[src/rtl/disp7_pkg.sv]
// disp7_pkg: segment patterns, slot indices and conversion states shared by the
// 7-segment bus decoder.
package disp7_pkg;
    localparam logic [7:0] SEG_0     = 8'hC0;
    localparam logic [7:0] SEG_1     = 8'hF9;
    localparam logic [7:0] SEG_2     = 8'hA4;
    localparam logic [7:0] SEG_3     = 8'hB0;
    localparam logic [7:0] SEG_4     = 8'h99;
    localparam logic [7:0] SEG_5     = 8'h92;
    localparam logic [7:0] SEG_6     = 8'h82;
    localparam logic [7:0] SEG_7     = 8'hF8;
    localparam logic [7:0] SEG_8     = 8'h80;
    localparam logic [7:0] SEG_9     = 8'h90;
    localparam logic [7:0] SEG_BLANK = 8'hFF;
    localparam int UNI = 0;
    localparam int DEC = 1;
    localparam int CEN = 2;
    localparam int MIL = 3;
    typedef enum logic [2:0] {IDLE, MUL3, MUL2, MUL1, DONE} conv_e;
endpackage

[src/rtl/decodificador_7_segmentos_if.sv]
// decodificador_7_segmentos_if: multiplexed display bus plus decoded results.
interface decodificador_7_segmentos_if;
    logic [3:0]  selec_digito;
    logic [7:0]  numero_cod;
    logic [15:0] bcd;
    logic [13:0] valor;
    logic        valido;
    logic        error_patron;
    logic        sin_senal;
    logic [3:0]  punto;
    modport master (output selec_digito, numero_cod, input bcd, valor, valido, error_patron, sin_senal, punto);
    modport slave  (input selec_digito, numero_cod, output bcd, valor, valido, error_patron, sin_senal, punto);
endinterface

[src/rtl/seg7_a_bcd.sv]
// seg7_a_bcd: active-low segment pattern (dp already stripped) to BCD digit lookup.
module seg7_a_bcd
    import disp7_pkg::*;
(
    input  logic [6:0] seg,
    output logic       ilegal,
    output logic [3:0] digito
);
    logic [7:0] p;
    assign p = {1'b1, seg};
    always_comb begin
        ilegal = 1'b0;
        digito = 4'd0;
        case (p)
            SEG_0, SEG_BLANK: digito = 4'd0;
            SEG_1: digito = 4'd1;
            SEG_2: digito = 4'd2;
            SEG_3: digito = 4'd3;
            SEG_4: digito = 4'd4;
            SEG_5: digito = 4'd5;
            SEG_6: digito = 4'd6;
            SEG_7: digito = 4'd7;
            SEG_8: digito = 4'd8;
            SEG_9: digito = 4'd9;
            default: ilegal = 1'b1;
        endcase
    end
endmodule

[src/rtl/decodificador_7_segmentos.sv]
// decodificador_7_segmentos: rebuilds the 4-digit value from a scanned 7-segment bus.
// Define DECIMAL_POINT_EN to capture decimal points into punto.
module decodificador_7_segmentos
    import disp7_pkg::*;
#(
    parameter int STABLE_CYC  = 4,
    parameter int TIMEOUT_CYC = 100000
) (
    input logic clock,
    input logic reset_n,
    decodificador_7_segmentos_if.slave bus
);
    localparam int SW = $clog2(STABLE_CYC + 1);
    localparam int TW = $clog2(TIMEOUT_CYC + 1);
    logic [3:0] sel_m, sel, sel_p, kb, mask, digito, sumando;
    logic [7:0] cod_m, cod, cod_p;
    logic [SW-1:0] stab;
    logic [TW-1:0] to_cnt;
    logic [3:0][3:0] slot, pend, conv;
    logic [13:0] acc, valor_r;
    logic [15:0] bcd_r;
    logic [1:0] k;
    logic cand, igual, acepta, ilegal, bad, completo, ok, limpia, to_hit;
    logic pend_v, guarda, arranca, usa_pend, paso, fin, valido_r, error_r, sin_r;
    conv_e estado, sig;

    seg7_a_bcd u_lut (.seg(cod[6:0]), .ilegal(ilegal), .digito(digito));

    assign cand     = $onehot(~sel);
    assign igual    = (sel == sel_p) && (cod == cod_p);
    assign acepta   = cand && igual && (stab == SW'(STABLE_CYC - 1));
    assign kb       = acepta ? ~sel : 4'h0;
    assign k        = !sel[UNI] ? 2'd0 : !sel[DEC] ? 2'd1 : !sel[CEN] ? 2'd2 : 2'd3;
    assign completo = mask == 4'hF;
    assign ok       = completo && !bad;
    assign to_hit   = to_cnt == TW'(TIMEOUT_CYC);
    assign limpia   = completo || to_hit;
    // a good frame is parked when the converter is busy or already has one queued ahead
    assign guarda   = ok && (estado != IDLE || pend_v);

    always_ff @(posedge clock or negedge reset_n) begin
        if (!reset_n) begin
            sel_m <= 4'hF;
            sel   <= 4'hF;
            sel_p <= 4'hF;
            cod_m <= 8'hFF;
            cod   <= 8'hFF;
            cod_p <= 8'hFF;
            stab  <= '0;
        end else begin
            sel_m <= bus.selec_digito;
            sel   <= sel_m;
            cod_m <= bus.numero_cod;
            cod   <= cod_m;
            sel_p <= sel;
            cod_p <= cod;
            stab  <= !cand ? '0 : !igual ? SW'(1) : (stab == SW'(STABLE_CYC)) ? stab : stab + 1'b1;
        end
    end

    always_ff @(posedge clock or negedge reset_n) begin
        if (!reset_n) begin
            slot    <= '0;
            mask    <= '0;
            bad     <= 1'b0;
            error_r <= 1'b0;
            to_cnt  <= '0;
            sin_r   <= 1'b0;
        end else begin
            if (acepta) slot[k] <= digito;
            mask    <= (limpia ? 4'h0 : mask) | kb;
            bad     <= (!limpia && bad) || (acepta && ilegal);
            error_r <= completo && bad;
            to_cnt  <= acepta ? '0 : to_hit ? to_cnt : to_cnt + 1'b1;
            sin_r   <= !acepta && (to_hit || sin_r);
        end
    end

    always_ff @(posedge clock or negedge reset_n) begin
        if (!reset_n) begin
            pend     <= '0;
            pend_v   <= 1'b0;
            conv     <= '0;
            acc      <= '0;
            bcd_r    <= '0;
            valor_r  <= '0;
            valido_r <= 1'b0;
        end else begin
            if (guarda) pend <= slot;
            pend_v <= guarda || (pend_v && !usa_pend);
            if (arranca) conv <= usa_pend ? pend : slot;
            acc <= arranca ? {10'd0, usa_pend ? pend[MIL] : slot[MIL]}
                 : paso ? (acc << 3) + (acc << 1) + {10'd0, sumando} : acc;
            if (fin) begin
                bcd_r   <= conv;
                valor_r <= acc;
            end
            valido_r <= fin;
        end
    end

    always_ff @(posedge clock or negedge reset_n) begin
        if (!reset_n) estado <= IDLE;
        else estado <= sig;
    end

    always_comb begin
        sig = IDLE;
        case (estado)
            IDLE:    sig = arranca ? MUL3 : IDLE;
            MUL3:    sig = MUL2;
            MUL2:    sig = MUL1;
            MUL1:    sig = DONE;
            default: sig = IDLE;
        endcase
    end

    always_comb begin
        usa_pend = (estado == IDLE) && pend_v;
        arranca  = (estado == IDLE) && (pend_v || ok);
        paso     = estado inside {MUL3, MUL2, MUL1};
        fin      = estado == DONE;
        sumando  = estado == MUL3 ? conv[CEN] : estado == MUL2 ? conv[DEC] : conv[UNI];
    end

    assign bus.bcd          = bcd_r;
    assign bus.valor        = valor_r;
    assign bus.valido       = valido_r;
    assign bus.error_patron = error_r;
    assign bus.sin_senal    = sin_r;

`ifdef DECIMAL_POINT_EN
    logic [3:0] dp_slot, dp_pend, dp_conv, punto_r;
    always_ff @(posedge clock or negedge reset_n) begin
        if (!reset_n) begin
            dp_slot <= '0;
            dp_pend <= '0;
            dp_conv <= '0;
            punto_r <= '0;
        end else begin
            dp_slot <= ((limpia ? 4'h0 : dp_slot) & ~kb) | (cod[7] ? 4'h0 : kb);
            if (guarda) dp_pend <= dp_slot;
            if (arranca) dp_conv <= usa_pend ? dp_pend : dp_slot;
            if (fin) punto_r <= dp_conv;
        end
    end
    assign bus.punto = punto_r;
`else
    assign bus.punto = 4'h0;
`endif
endmodule

[src/flat_wrapper.sv]
// flat-port wrapper written by rule: the top's interface ports become plain ports
module decodificador_7_segmentos_flat import disp7_pkg::*;
#(
    parameter int STABLE_CYC  = 4,
    parameter int TIMEOUT_CYC = 100000
)
  (clock, reset_n, bus_selec_digito, bus_numero_cod, bus_bcd, bus_valor, bus_valido, bus_error_patron, bus_sin_senal, bus_punto);
  decodificador_7_segmentos_if bus_i ();
  input logic clock;
  input logic reset_n;
  input wire logic [$bits(bus_i.selec_digito)-1:0] bus_selec_digito;
  input wire logic [$bits(bus_i.numero_cod)-1:0] bus_numero_cod;
  output wire logic [$bits(bus_i.bcd)-1:0] bus_bcd;
  output wire logic [$bits(bus_i.valor)-1:0] bus_valor;
  output wire logic [$bits(bus_i.valido)-1:0] bus_valido;
  output wire logic [$bits(bus_i.error_patron)-1:0] bus_error_patron;
  output wire logic [$bits(bus_i.sin_senal)-1:0] bus_sin_senal;
  output wire logic [$bits(bus_i.punto)-1:0] bus_punto;
  assign bus_i.selec_digito = bus_selec_digito;
  assign bus_i.numero_cod = bus_numero_cod;
  assign bus_bcd = bus_i.bcd;
  assign bus_valor = bus_i.valor;
  assign bus_valido = bus_i.valido;
  assign bus_error_patron = bus_i.error_patron;
  assign bus_sin_senal = bus_i.sin_senal;
  assign bus_punto = bus_i.punto;
  decodificador_7_segmentos #(.STABLE_CYC(STABLE_CYC), .TIMEOUT_CYC(TIMEOUT_CYC)) u_core (.clock(clock), .reset_n(reset_n), .bus(bus_i));
endmodule
[config.mk]
export PLATFORM = sky130hd
export DESIGN_NAME = decodificador_7_segmentos_flat
export DESIGN_NICKNAME = d
export VERILOG_FILES = /design/src/rtl/disp7_pkg.sv /design/src/rtl/decodificador_7_segmentos_if.sv /design/src/rtl/seg7_a_bcd.sv /design/src/rtl/decodificador_7_segmentos.sv /design/src/flat_wrapper.sv
export SDC_FILE = /design/constraint.sdc
export NUM_CORES = 1
export LEC_CHECK = 0
export BUFFER_PORTS_ARGS = -buffer_cell sky130_fd_sc_hd__buf_4
export CAP_MARGIN = 10
export CELL_PAD_IN_SITES_DETAIL_PLACEMENT = 0
export CELL_PAD_IN_SITES_GLOBAL_PLACEMENT = 1
export CORE_UTILIZATION = 25
export DETAILED_ROUTE_END_ITERATION = 6
export PLACE_DENSITY = 0.56
export SLEW_MARGIN = 20
export SYNTH_ARGS = -nofsm -noshare
export SYNTH_HDL_FRONTEND = slang
export SYNTH_SLANG_ARGS = --single-unit
[constraint.sdc]
create_clock -name clock -period 3.4 [get_ports clock]
set_clock_uncertainty 0.05 [all_clocks]
set_input_delay 0.68 -clock clock [delete_from_list [all_inputs] [get_ports clock]]
set_output_delay 0.68 -clock clock [all_outputs]
set_load 0.01 [all_outputs]
==> impl_metrics.py, run 1 <==
metrics = {
    "yosys": {
        "ys.flop_type": "dfrtp_1",
        "synth_cell_types": 58,
        "synth_area_um2": 7300,
        "syn_area_per_cell_um2": 12.1,
        "synth_edf_count": 0,
        "ys_seq_elements": 160,
        "async_reset_ff_share_pct": 100,
        "synth_warnings": 0,
        "syn_inst": 604,
        "seq_area_frac_synth_pct": 55.5,
    },
    "clock_network": {
        "clock_latency_ns": 0.43,
        "cts_tree": "done",
        "numCtsBuffers": 17,
        "ctsHoldBuffers": 0,
        "clk_pin_slew_worst_paths_ns": 0.07,
        "cts_root_buf": "clkbuf_16",
        "clock_sinks": 160,
        "cts-resized-gates": 0,
        "clockBufferDepth": 2,
        "cts-htree-levels": 4,
        "cts_setup_buffers": 0,
    },
    "pwr": {
        "p_switching_mw": 0.962,
        "power.leakage_nw": 4.17,
        "cellPowerDensity_nw_per_um2": 453,
        "pwr-share-seq_pct": 49.9,
        "p_clk_share_pct": 47.3,
        "internal_power_mw": 2.98,
        "combPwrFrac_pct": 2.8,
        "swShare_pct": 24.4,
        "ir_drop_mv": 0.325,
    },
    "detailed_routing": {
        "dr.pass1.iters": 4,
        "drc": 0,
        "vias": 4524,
        "drtIter0Drc": 202,
        "drt_wl_total_um": 14700,
        "ant_nets": 0,
        "wl_per_cell_um": 13.9,
        "routed_via_density": 4.29,
    },
    "critical_path": {
        "crit_type": "flop to flop",
        "cp_slowest_stage_delay_ns": 0.49,
        "rr_startpoint": "u_core.estado[1]",
        "cp-endpoint": "u_core.acc[12]",
        "cp.depth": 11,
        "crit_buf_inv": 0,
        "crit_fanout": 8,
        "worstSetupStartpointType": "flop",
        "cp_data_required_time_ns": 3.71,
        "arrival_ns": 3.42,
        "rr_worst_depth": 11,
        "cpMaxStageDelayCell": "fa_1",
        "r2r_end": "u_core.acc[12]",
        "crit_chain": "nor2b_1 > a22oi_1 > nor2_1 > a21oi_1 > fa_1 > fa_1 > nor2b_1 > o31a_1 > o21ai_0 > a211o_1 > nand3_1",
        "cp-startpoint": "u_core.estado[1]",
        "regToRegSetupSlack_ns": 0.29,
        "cp_top_family": "compound AO/OA/AOI/OAI gates",
        "crit_path_end_kind": "flop",
    },
    "sta": {
        "tightest_slew_ns": 0.710,
        "period_share_pct": 91.6,
        "whs_ns": 0.242,
        "finalMaxSlewViolations": 0,
        "finalHoldViolCount": 0,
        "rsz0062_at_grt": "false",
        "slew_headroom_pct": 52.6,
        "fin_tns_setup_ns": 0,
        "clock.fmax_mhz": 321,
        "finalCriticalPeriod_ns": 3.11,
        "setup_violations": 0,
        "layout_setup_ws_ns": 0.285,
    },
    "die": {
        "die_y_um": 173,
        "die-area_um2": 29900,
        "die_x_um": 173,
        "core_um2": 28700,
        "io_pins": 51,
        "start_util_pct": 25.4,
        "rows": 62,
    },
    "cells_and_area": {
        "drive_above_1_share_pct": 27.9,
        "layout.nets": 705,
        "num_antenna_cells": 0,
        "utilization_pct": 30.3,
        "area_growth_pct": 19.2,
    },
    "placement": {
        "place_hpwl_um": 10100,
        "io_buffers": 46,
        "gp_congestion": 0.742,
        "pre_cts_ws_ns": 0.174,
    },
    "worst_hold_path": {
        "hold_class": "input port to async pin",
    },
    "global_routing": {
        "grt_overflow": 0,
        "gr-usage-all-layers_pct": 10.5,
        "grt_pass1_vias": 4671,
        "antenna_found_initial": 0,
        "grt_pass1_wl_um": 25000,
        "grt_max_degree": 71,
    },
    "run_status": {
        "status": "finished, final reports clean",
    },
    "run": {
        "maxCapViolations": 0,
    },
}
## worst min path at each step
stage / startpoint / end / slack [ns] / cells after the start
2_1_floorplan: u_core.cod_m[0] / u_core.cod[0] / 0.30 / 0
3_3_place_gp: u_core.cod_m[5] / u_core.cod[5] / 0.30 / 0
3_5_place_dp: u_core.cod_m[2] / u_core.cod[2] / 0.30 / 0
4_1_cts: reset_n / u_core.bus.valor[8] / 0.27 / 1
5_1_grt: bus_numero_cod[1] / u_core.cod_m[1] / 0.28 / 1
6_report: reset_n / u_core.acc[10] / 0.24 / 1
## cells by family (layout without fill, tap and decap cells)
group,Yosys count,after routing,synth area share [%]
DFF,160,160,55.5
and+or+nand+nor,155,155,11.2
AOI/OAI and AO/OA,90,90,8.07
muxes,81,81,12.2
buffers and inverters,49,112,2.83
adders and majority gates,35,35,6.27
xor gates and xnor gates,33,33,3.96
other,1,4,0.0514
## sequential cells by signal, indices dropped and copies added, names as in the netlist, 4 cells and up
name	cells
u_core.sel_p	4
u_core.mask	4
u_core.bus.bcd	16
u_core.sel	4
u_core.bus.valor	14
u_core.slot	16
u_core.acc	14
u_core.cod_p	8
u_core.to_cnt	17
u_core.sel_m	4
u_core.cod	8
u_core.conv	16
u_core.cod_m	8
u_core.pend	16
## per-stage QoR
step | cell area, um^2 | cells | power, mW
after floorplan | 7310 | 607 | 2.05
after global placement | 8120 | 1022 | 2.12
after detailed placement | 8120 | 1022 | 2.12
after CTS | 8690 | 1054 | 4.03
after global routing | 8700 | 1054 | 4.12
final | 8700 | 1054 | 3.94
## cells in the mapped netlist (all sizes together), types with 4 or more instances
| cell | count | area share [%] |
|---|---|---|
| clkbuf | 12 | 0.62 |
| dfrtp | 124 | 43 |
| a211oi | 6 | 0.69 |
| nand4 | 13 | 1.1 |
| mux2i | 18 | 2.5 |
| o21a | 4 | 0.41 |
| a21oi | 15 | 1.0 |
| nand3 | 23 | 1.6 |
| a21o | 5 | 0.51 |
| nand2 | 35 | 1.8 |
| o21ai | 30 | 2.1 |
| nor3 | 11 | 0.75 |
| nor2 | 40 | 2.1 |
| mux2 | 63 | 9.7 |
| xnor2 | 16 | 1.9 |
| a22oi | 4 | 0.41 |
| nor2b | 4 | 0.34 |
| nor4 | 4 | 0.55 |
| dfstp | 36 | 13 |
| a22o | 4 | 0.48 |
| xor2 | 17 | 2.0 |
| a211o | 5 | 0.60 |
| buf | 14 | 1.0 |
| ha | 31 | 5.3 |
| inv | 23 | 1.2 |
| and3 | 4 | 0.34 |
## placed cells by master, fill, tap and decap left out, types with 5 or more instances in the layout
cell	instances
a21oi_1	15
dfrtp_1	124
nand3_1	23
nor2_1	40
clkbuf_16	17
nand2_1	35
nor3_1	11
mux2i_1	18
mux2_1	10
xnor2_1	16
nand4_1	13
inv_1	23
mux2_2	53
ha_1	31
a211o_1	5
o21ai_0	28
buf_4	55
a21o_1	5
dfstp_2	36
inv_6	7
xor2_1	17
## final cells by class
class	count	area, um^2
clock buffer	18	439
clock inverter	14	135
fill	2949	20000
inverter	23	86.3
multi-input combinational	398	3070
sequential	160	4050
tap	384	480
timing repair buffer	57	444
## power by group through the flow
stage | sequential [mW] | combinational, mW | clock, mW
finish | 1.97 | 0.112 | 1.86
global route | 1.97 | 0.130 | 2.02
CTS | 1.97 | 0.118 | 1.94
detailed placement | 2.00 | 0.118 | 0
global placement | 2.00 | 0.117 | 0
floorplan | 1.99 | 0.0604 | 0
## routing by layer
layer  routed length, um  vias up  track usage, %
met3                 380        9            2.33
met1                7340     2211            14.3
met2                6820       57            16.7
met4                 148        0            3.43
met5                   0        -               0
li1                    -     2247               -
Power figures use the tool's default switching activity.
==> run 2, diff against run 1 <==
Settings changed: ABC_AREA set to 1, PLACE_DENSITY 0.56 to 0.58.
==> run 2 against run 1 <==
Net effect: synthesized cell count is 46% higher; flip-flop and latch count unchanged; highest routed layer unchanged; cell area is 4.6% higher; via count increased by 24%; critical endpoint is now u_core.acc[10]; critical path type unchanged.
==> impl_metrics.py, run 2 <==
metrics = {
    "placement": {
        "gp_congestion": 0.777,
        "io_buffers": 46,
        "place_hpwl_um": 12300,
    },
    "yosys": {
        "synthTopCellsByArea": "dfrtp_1 (40%), dfstp_2 (12%), nand2_1 (12%), inv_1 (6.1%), ha_1 (5.0%)",
        "synth_warnings": 0,
        "synth_edf_count": 0,
        "synth_area_um2": 7690,
        "synth_top_cell_by_area": "dfrtp_1",
        "syn_area_per_cell_um2": 8.71,
        "ys.flop_type": "dfrtp_1",
        "seq_area_frac_synth_pct": 52.6,
        "ys_seq_elements": 160,
        "synth_most_common_cell": "nand2_1",
        "synthTopCellsByCount": "nand2_1 (248), inv_1 (125), dfrtp_1 (124)",
        "synth_cell_types": 39,
        "yosysTopAreaCellShare_pct": 40.3,
        "syn_inst": 883,
        "async_reset_ff_share_pct": 100,
    },
    "cells_and_area": {
        "layout_commonest_cell": "nand2_1",
        "largest_reg_flops": 17,
        "top_register": "u_core.to_cnt",
        "area_growth_pct": 18.3,
        "final_cell_mix": "nand2_1 (248), inv_1 (125), dfrtp_1 (124)",
        "drive_above_1_share_pct": 15.9,
        "num_antenna_cells": 0,
        "layout.nets": 983,
        "utilization_pct": 30.4,
    },
    "worst_hold_path": {
        "hold_class": "input port to async pin",
    },
    "clock_network": {
        "clk_pin_slew_worst_paths_ns": 0.07,
        "clockBufferDepth": 2,
        "cts-htree-levels": 4,
        "cts_setup_buffers": 0,
        "clock_sinks": 160,
        "clock_latency_ns": 0.43,
        "cts_root_buf": "clkbuf_16",
        "numCtsBuffers": 17,
        "cts_tree": "done",
    },
    "die": {
        "core_um2": 30000,
        "die_y_um": 177,
        "rows": 63,
        "start_util_pct": 25.7,
        "die_x_um": 177,
        "die-area_um2": 31500,
        "io_pins": 51,
    },
    "critical_path": {
        "worstSetupStartpointType": "flop",
        "cp_data_required_time_ns": 3.69,
        "rr_startpoint": "u_core.estado[2]",
        "crit_path_end_kind": "flop",
        "crit_fanout": 7,
        "arrival_ns": 3.26,
        "cp-startpoint": "u_core.estado[2]",
        "crit_type": "flop to flop",
    },
    "detailed_routing": {
        "drtIter0Drc": 257,
        "drt_wl_total_um": 17000,
        "dr.pass1.iters": 4,
        "routed_via_density": 4.20,
        "wl_per_cell_um": 12.7,
        "vias": 5612,
        "drc": 0,
        "ant_nets": 0,
    },
    "global_routing": {
        "grt_pass1_vias": 5610,
        "grt_max_degree": 57,
        "antenna_found_initial": 0,
        "gr-usage-all-layers_pct": 11.7,
        "grt_pass1_wl_um": 28700,
        "grt_overflow": 0,
    },
    "pwr": {
        "p_switching_mw": 0.950,
        "internal_power_mw": 3.17,
        "combPwrFrac_pct": 3.0,
        "ir_drop_mv": 0.435,
        "cellPowerDensity_nw_per_um2": 453,
        "p_clk_share_pct": 49.4,
        "power.leakage_nw": 4.69,
        "p_total_mw": 4.12,
        "swShare_pct": 23.0,
        "pwr-share-seq_pct": 47.6,
    },
    "run": {
        "maxCapViolations": 0,
    },
    "sta": {
        "finalHoldViolCount": 0,
        "setup_violations": 0,
        "fin_tns_setup_ns": 0,
        "finalMaxSlewViolations": 0,
        "tightest_slew_ns": 0.809,
        "slew_headroom_pct": 46.1,
        "period_share_pct": 87.2,
        "rsz0062_at_grt": "false",
        "finalCriticalPeriod_ns": 2.97,
        "clock.fmax_mhz": 337,
    },
    "run_status": {
        "status": "finished, final reports clean",
    },
}
run 2: changes by cell type after synthesis, moves of 8 or more:
cell      before  now
o211ai_1       3   14
nand4_1       13   27
xor2_1        17    9
mux2_1        10    0
o21ai_0       28   66
mux2i_1       18    0
nand2_1       35  248
inv_2          0    9
inv_1         23  125
mux2_2        53    5
xnor2_1       16    8
nand3_1       23   51
run 2: through the flow:
stage                     cells  instance area, um^2  setup slack [ns]  hold WS [ns]
after floorplan             886                 7700             0.628         0.295
after global placement     1306                 8480             0.376         0.296
after detailed placement   1306                 8480             0.330         0.297
after CTS                  1337                 9100             0.300         0.167
after global routing       1337                 9100            0.0479         0.186
final                      1337                 9100             0.435         0.142
run 2: critical path, cell delays in order (launching register included):
cell,delay (ns)
dfrtp_1,0.42
inv_1,0.14
nand3_1,0.20
inv_1,0.17
nor2_1,0.05
o22ai_1,0.17
fa_1,0.49
fa_1,0.50
o21ai_1,0.26
nand3_1,0.13
nand2_1,0.07
o21ai_0,0.07
o21ai_0,0.15
run 2: cell families (layout without fill, tap and decap cells):
kind of cell / count (synthesis) / after routing / synth area share (%)
AOI/OAI and AO/OA: 108 / 108 / 7.95
xor gates and xnor gates: 17 / 17 / 1.94
adders and majority gates: 34 / 34 / 5.82
buffers and inverters: 159 / 220 / 8.36
DFF: 160 / 160 / 52.6
muxes: 5 / 5 / 0.732
other: 1 / 4 / 0.0488
and+or+nand+nor: 399 / 399 / 22.5
run 2: routing by layer:
metal	share of wire (%)	GRT usage, %	up-vias	routed length, um
met5	0	0	-	0
met4	1.6	3.88	0	268
met3	2.9	2.61	13	488
met2	48	19.8	72	8150
met1	48	14.6	2610	8100
li1	-	-	2917	-
run 2: cell type report:
class,count,area (um^2)
flip-flops and latches,160,4050
well taps,390,488
clock inverters,13,179
repair buffers,55,429
fillers,3228,20900
multi-input cells,567,3010
clock buffers,18,439
inverters,134,503
run 2: timing repair:
item,CTS,global route
resized for setup,0,1
hold buffers,0,0
setup endpoints to repair,0,1
run 2: power by group through the flow:
stage          logic (mW)  registers (mW)  clock network [mW]
2_1_floorplan      0.0640            1.99                   0
3_3_place_gp        0.130            2.00                   0
3_5_place_dp        0.131            2.00                   0
4_1_cts             0.132            1.96                2.11
5_1_grt             0.148            1.97                2.17
6_report            0.125            1.96                2.04
run 2: path summary, 6_finish.rpt:
path                                  end  slack [ns]  cells after the start
hold / removal              u_core.acc[7]        0.14                      1
hold reg to reg             u_core.cod[5]        0.30                      0
max in group asynchronous   u_core.cod[3]        2.33                      2
setup / recovery           u_core.acc[10]        0.43                     12
min in group clock          u_core.cod[5]        0.30                      0
setup reg to reg           u_core.acc[10]        0.43                     12
